**src/rtl/gpi_if.sv**
```systemverilog
// Record stream from the GPI core to its consumer: a first-word-fall-through
// head record qualified by out_valid, accepted with out_ready.
interface gpi_if;
  logic         out_valid;
  logic         out_ready;
  logic [127:0] out_data;

  modport master (output out_valid, output out_data, input out_ready);
  modport slave  (input out_valid, input out_data, output out_ready);
endinterface

```
**src/rtl/gpi_core.sv**
```systemverilog
// RTIO general-purpose input core: synchronizes gpi_in, detects edges, and queues
// timestamped {counter, data} records in a FWFT FIFO with overflow reporting.
module gpi_core #(
  parameter int GPI_WIDTH  = 64,
  parameter int FIFO_DEPTH = 16
) (
  input  logic                        clk,
  input  logic                        reset,
  input  logic [63:0]                 counter,
  input  logic [GPI_WIDTH-1:0]        gpi_in,
  input  logic                        capture_en,
  input  logic [1:0]                  edge_mode,
  gpi_if.master                       rec_bus,
  output logic [$clog2(FIFO_DEPTH):0] fifo_count,
  output logic                        overflow_error,
  output logic [127:0]                error_data
);
  localparam int PTR_W = $clog2(FIFO_DEPTH);
  localparam int CNT_W = PTR_W + 1;

  localparam logic [1:0] MODE_OFF  = 2'b00;
  localparam logic [1:0] MODE_RISE = 2'b01;
  localparam logic [1:0] MODE_FALL = 2'b10;
  localparam logic [1:0] MODE_ANY  = 2'b11;

  logic [GPI_WIDTH-1:0] sync1, sync2, prev;
  logic [1:0]           prime_cnt;
  logic                 primed, cond, evt;
  logic                 full, pop, push, drop;
  logic [63:0]          data_ext;
  logic [127:0]         record;
  logic [127:0]         mem [FIFO_DEPTH];
  logic [PTR_W-1:0]     wr_ptr, rd_ptr;

  // The prime counter keeps the cleared sync/prev chain from looking like an edge.
  always_ff @(posedge clk) begin
    if (reset) begin
      sync1     <= '0;
      sync2     <= '0;
      prev      <= '0;
      prime_cnt <= '0;
    end else begin
      sync1 <= gpi_in;
      sync2 <= sync1;
      prev  <= sync2;
      if (prime_cnt != 2'd3)
        prime_cnt <= prime_cnt + 2'd1;
    end
  end

  assign primed = (prime_cnt == 2'd3);

  always_comb begin
    cond = 1'b0;
    case (edge_mode)
      MODE_OFF:  cond = 1'b0;
      MODE_RISE: cond = |(sync2 & ~prev);
      MODE_FALL: cond = |(~sync2 & prev);
      MODE_ANY:  cond = |(sync2 ^ prev);
      default:   cond = 1'b0;
    endcase
  end

  assign evt = cond & capture_en & primed;

  always_comb begin
    data_ext                 = '0;
    data_ext[GPI_WIDTH-1:0]  = sync2;
  end

  assign record = {counter, data_ext};

  assign full               = (fifo_count == CNT_W'(FIFO_DEPTH));
  assign rec_bus.out_valid  = (fifo_count != '0);
  assign rec_bus.out_data   = rec_bus.out_valid ? mem[rd_ptr] : '0;
  assign pop                = rec_bus.out_valid & rec_bus.out_ready;
  // A pop in the same cycle frees the slot, so a full FIFO can still accept.
  assign push               = evt & (~full | pop);
  assign drop               = evt & full & ~pop;

  always_ff @(posedge clk) begin
    if (push)
      mem[wr_ptr] <= record;
  end

  always_ff @(posedge clk) begin
    if (reset) begin
      wr_ptr         <= '0;
      rd_ptr         <= '0;
      fifo_count     <= '0;
      overflow_error <= 1'b0;
      error_data     <= '0;
    end else begin
      if (push)
        wr_ptr <= wr_ptr + PTR_W'(1);
      if (pop)
        rd_ptr <= rd_ptr + PTR_W'(1);
      case ({push, pop})
        2'b10:   fifo_count <= fifo_count + CNT_W'(1);
        2'b01:   fifo_count <= fifo_count - CNT_W'(1);
        default: fifo_count <= fifo_count;
      endcase
      overflow_error <= drop;
      if (drop)
        error_data <= record;
    end
  end
endmodule

```
**src/flat_wrapper.sv**
```systemverilog
// flat-port wrapper written by rule: the top's interface ports become plain ports
module gpi_core_flat 
#(
  parameter int GPI_WIDTH  = 64,
  parameter int FIFO_DEPTH = 16
)
  (clk, reset, counter, gpi_in, capture_en, edge_mode, fifo_count, overflow_error, error_data, rec_bus_out_valid, rec_bus_out_data, rec_bus_out_ready);
  gpi_if rec_bus_i ();
  input  logic clk;
  input  logic reset;
  input  logic [63:0] counter;
  input  logic [GPI_WIDTH-1:0] gpi_in;
  input  logic capture_en;
  input  logic [1:0] edge_mode;
  output logic [$clog2(FIFO_DEPTH):0] fifo_count;
  output logic overflow_error;
  output logic [127:0] error_data;
  output wire logic [$bits(rec_bus_i.out_valid)-1:0] rec_bus_out_valid;
  output wire logic [$bits(rec_bus_i.out_data)-1:0] rec_bus_out_data;
  input wire logic [$bits(rec_bus_i.out_ready)-1:0] rec_bus_out_ready;
  assign rec_bus_out_valid = rec_bus_i.out_valid;
  assign rec_bus_out_data = rec_bus_i.out_data;
  assign rec_bus_i.out_ready = rec_bus_out_ready;
  gpi_core #(.GPI_WIDTH(GPI_WIDTH), .FIFO_DEPTH(FIFO_DEPTH)) u_core (.clk(clk), .reset(reset), .counter(counter), .gpi_in(gpi_in), .capture_en(capture_en), .edge_mode(edge_mode), .rec_bus(rec_bus_i), .fifo_count(fifo_count), .overflow_error(overflow_error), .error_data(error_data));
endmodule
```
**config.mk**
```make
export PLATFORM = sky130hd
export DESIGN_NAME = gpi_core_flat
export DESIGN_NICKNAME = d
export VERILOG_FILES = /design/src/rtl/gpi_if.sv /design/src/rtl/gpi_core.sv /design/src/flat_wrapper.sv
export SDC_FILE = /design/constraint.sdc
export NUM_CORES = 2
export LEC_CHECK = 0
export CAP_MARGIN = 20
export CORE_MARGIN = 2
export CORE_UTILIZATION = 54
export CTS_CLUSTER_DIAMETER = 120
export CTS_CLUSTER_SIZE = 30
export DETAILED_ROUTE_END_ITERATION = 7
export PLACE_DENSITY = 0.73
export SYNTH_ARGS = -nofsm -noshare
export SYNTH_HDL_FRONTEND = slang
export SYNTH_SLANG_ARGS = --single-unit
```
**constraint.sdc**
```tcl
create_clock -name clk -period 13.2 [get_ports clk]
set_input_delay 2.64 -clock clk [delete_from_list [all_inputs] [get_ports clk]]
set_output_delay 2.64 -clock clk [all_outputs]
set_load 0.005 [all_outputs]
```
==> results.sh <==
export IMPL_synth_seq_area_share=0.756
export IMPL_p_sw_mw=2.59
export IMPL_cp_depth=6
export IMPL_ys_seq_elements=2388
export IMPL_num_rows=150
export IMPL_grt_max_degree=159
export IMPL_cts_sinks=2388
export IMPL_min_path_cells=1
export IMPL_critPathRequiredTime_ps=10560
export IMPL_fin_crit_ps=7900
export IMPL_drt_iter0_drc=5043
export IMPL_worst_pin_slew_ps=1190
export IMPL_grt_pass1_wl_mm=298
export IMPL_swShare=0.207
export IMPL_wl_per_cell_um=29.4
export IMPL_p_int_mw=9.92
export IMPL_clock_path_buffers=3
export IMPL_grt_total_usage=0.243
export IMPL_dp_hpwl_mm=111
export IMPL_pwr_share_clk=0.279
export IMPL_reg2reg_depth=10
export IMPL_cts_resized=0
export IMPL_core_mm2=0.167
export IMPL_rsz0062_at_grt="false"
export IMPL_setup_viol=0
export IMPL_ys_flop_type="edfxtp_1"
export IMPL_pwr_density_cell_mw_per_mm2=126
export IMPL_ys_async_sr_fraction=0
export IMPL_synth_largest_area_cell="edfxtp_1"
export IMPL_ys_warnings_count=0
export IMPL_status="completed"
export IMPL_syn_area_mm2=0.0903
export IMPL_cts_root_buf="clkbuf_16"
export IMPL_critical_path_class="flop to output pin"
export IMPL_vias=43200
export IMPL_syn_inst=4391
export IMPL_wl_met2_mm=101
export IMPL_startpoint_type="flop"
export IMPL_setup_tns_ps=0
export IMPL_slew_headroom=0.208
export IMPL_slew_violations=0
export IMPL_dr_pass1_iters=5
export IMPL_wirelength_met1_mm=83.7
export IMPL_dpl_cell_count=6856
export IMPL_grt_antenna_before_repair=9
export IMPL_synth_area_leaders="edfxtp_1 68%, mux4_2 16%, dfxtp_1 7.5%, ha_1 1.9%, nand2_1 1.1%"
export IMPL_clkSlewWorstSetupHoldPaths_ps=110
export IMPL_crit_buf_inv=3
export IMPL_dieWidth_um=413
export IMPL_nets=5016
export IMPL_die_height_um=413
export IMPL_area_growth_syn_to_layout_pct=10.3
export IMPL_synth_top_cell_area_share=0.681
export IMPL_cts_tree="built"
export IMPL_post_route_period_util=0.599
export IMPL_synth_fp_nets=4663
export IMPL_cp_top_family="buffers and inverters"
export IMPL_peakVddDrop_v=0.000102
export IMPL_cts_made_buffers=89
export IMPL_seq_power_share=0.659
export IMPL_synth_common_cells="2048 x edfxtp_1, 640 x mux4_2, 340 x dfxtp_1"
export IMPL_slowest_delay_ps=910
export IMPL_finish_utilization=0.598
export IMPL_post_cts_buffers=0
export IMPL_grt_pass1_vias=43000
export IMPL_worstSkewPairLatency_ps=770
export IMPL_max_freq_mhz=127
export IMPL_wl_met3_mm=17.2
export IMPL_die_area_mm2=0.171
export IMPL_maxCapViolCount=0
export IMPL_synth_edff_count=2048
export IMPL_via_per_inst=6.14
export IMPL_p_leak_nw=30.2
export IMPL_instances_no_fill=7026
export IMPL_cp_slowest_cell="dfxtp_4"
export IMPL_io_buffer_count=396
export IMPL_synth_avg_cell_area_um2=20.6
export IMPL_end_kind="output pin"
export IMPL_wirelength_mm=207
export IMPL_finalHoldViolCount=0
export IMPL_top_layer_used="met5"
export IMPL_gp_congestion=0.822
export IMPL_start_util=0.542
export IMPL_fin_worst_skew_ps=49.2
export IMPL_p_comb_frac=0.062
export IMPL_drc_errors=0
export IMPL_yosysUniqueCellTypes=37
export IMPL_htreeDepth=3
export IMPL_synth_most_common_cell="edfxtp_1"
export IMPL_antenna_left=0
export IMPL_boundaryPins=397
export IMPL_critPathMaxFanout=50
export IMPL_drive_above_1_share=0.178
export IMPL_cts_hold_buf=0
export IMPL_gr_total_overflow=0
export IMPL_hold_class="flop to flop"
export IMPL_path_cells="buf_4 -> buf_4 -> mux4_2 -> mux4_2 -> and2_1 -> clkdlybuf4s50_1"
export IMPL_worstPathArrival_ps=5260
==> area by class of cell <==
class,instances,area [um^2]
clock buffer,161,2520
clock inverter,7,87.6
tap,2204,2760
timing repair buffer,490,4790
antenna,1,2.50
fill,11800,67000
inverter,133,499
sequential,2388,68300
multi-input combinational,1642,20700
==> logic make-up after synthesis <==
| group | count (synthesis) | share of synthesized area |
|---|---|---|
| XOR/XNOR | 10 | 0.000970 |
| AO/OA/AOI/OAI | 146 | 0.00827 |
| adder cells (fa/ha/maj) | 138 | 0.0191 |
| AND/OR/NAND/NOR | 703 | 0.0391 |
| multiplexers | 645 | 0.160 |
| flip-flops | 2388 | 0.756 |
| buffers and inverters | 361 | 0.0163 |
==> power groups by stage <==
stage / combinational, mW / sequential [mW] / clock [mW]
finish: 0.774 / 8.24 / 3.49
global route: 0.838 / 8.25 / 3.81
CTS: 0.788 / 8.24 / 3.56
detailed placement: 0.786 / 8.41 / 0
global placement: 0.776 / 8.41 / 0
floorplan: 0.454 / 8.40 / 0
==> per-layer routing <==
metal	track usage	up-vias
li1	-	18000
met1	0.351	23000
met2	0.390	1957
met5	0	-
met4	0.0618	4
met3	0.0408	222
==> stage by stage <==
step           power [mW]  setup slack (ps)  hold slack, ps  instance area (um^2)
2_1_floorplan        8.85               632             414                 90300
3_3_place_gp         9.19              5960             417                 97000
3_5_place_dp         9.20              5940             420                 97000
4_1_cts              12.6              5070             446                 99600
5_1_grt              12.9              4840             460                 99600
6_report             12.5              5300             446                 99600
==> registers in the layout, summed over array words and instances, names as in the netlist, named ones only <==
register,count
u_core.sync1,64
u_core.prev,64
u_core.fifo_count,5
u_core.prime_cnt,2
u_core.data_ext,64
u_core.wr_ptr,4
u_core.error_data,128
u_core.mem,2048
u_core.rd_ptr,4
u_core.overflow_error,1
==> worst paths after layout <==
check | startpoint | to | slack, ps
min reg2reg | u_core.sync1[45]$_SDFF_PP0_ | u_core.data_ext[45]$_SDFF_PP0_ | 450
max | flop | rec_bus_out_data[28] | 5300
max reg2reg | u_core.data_ext[0]$_SDFF_PP0_ | u_core.mem[12][122]$_DFFE_PP_ | 7710
min | u_core.sync1[45]$_SDFF_PP0_ | u_core.data_ext[45]$_SDFF_PP0_ | 450
==> layout by cell type, fill, tap and decap left out, drive strengths merged <==
cell,instances
nor3,4
mux4,640
buf,95
mux2,1
a22oi,1
xnor2,1
a21oi,138
nor4,34
xor2,9
and2,131
o41ai,1
nand4,25
mux2i,4
ha,138
and3,18
nor2,82
nand3,3
diode,1
clkbuf,161
or3,3
clkinv,2
nand2b,5
inv,138
clkdlybuf4s50,395
a31o,1
nand2,265
edfxtp,2048
o21ai,3
or4,1
nand3b,1
o311a,1
dfxtp,340
nor2b,131
o22ai,1
Note: power is estimated with default switching activity, not from simulation.
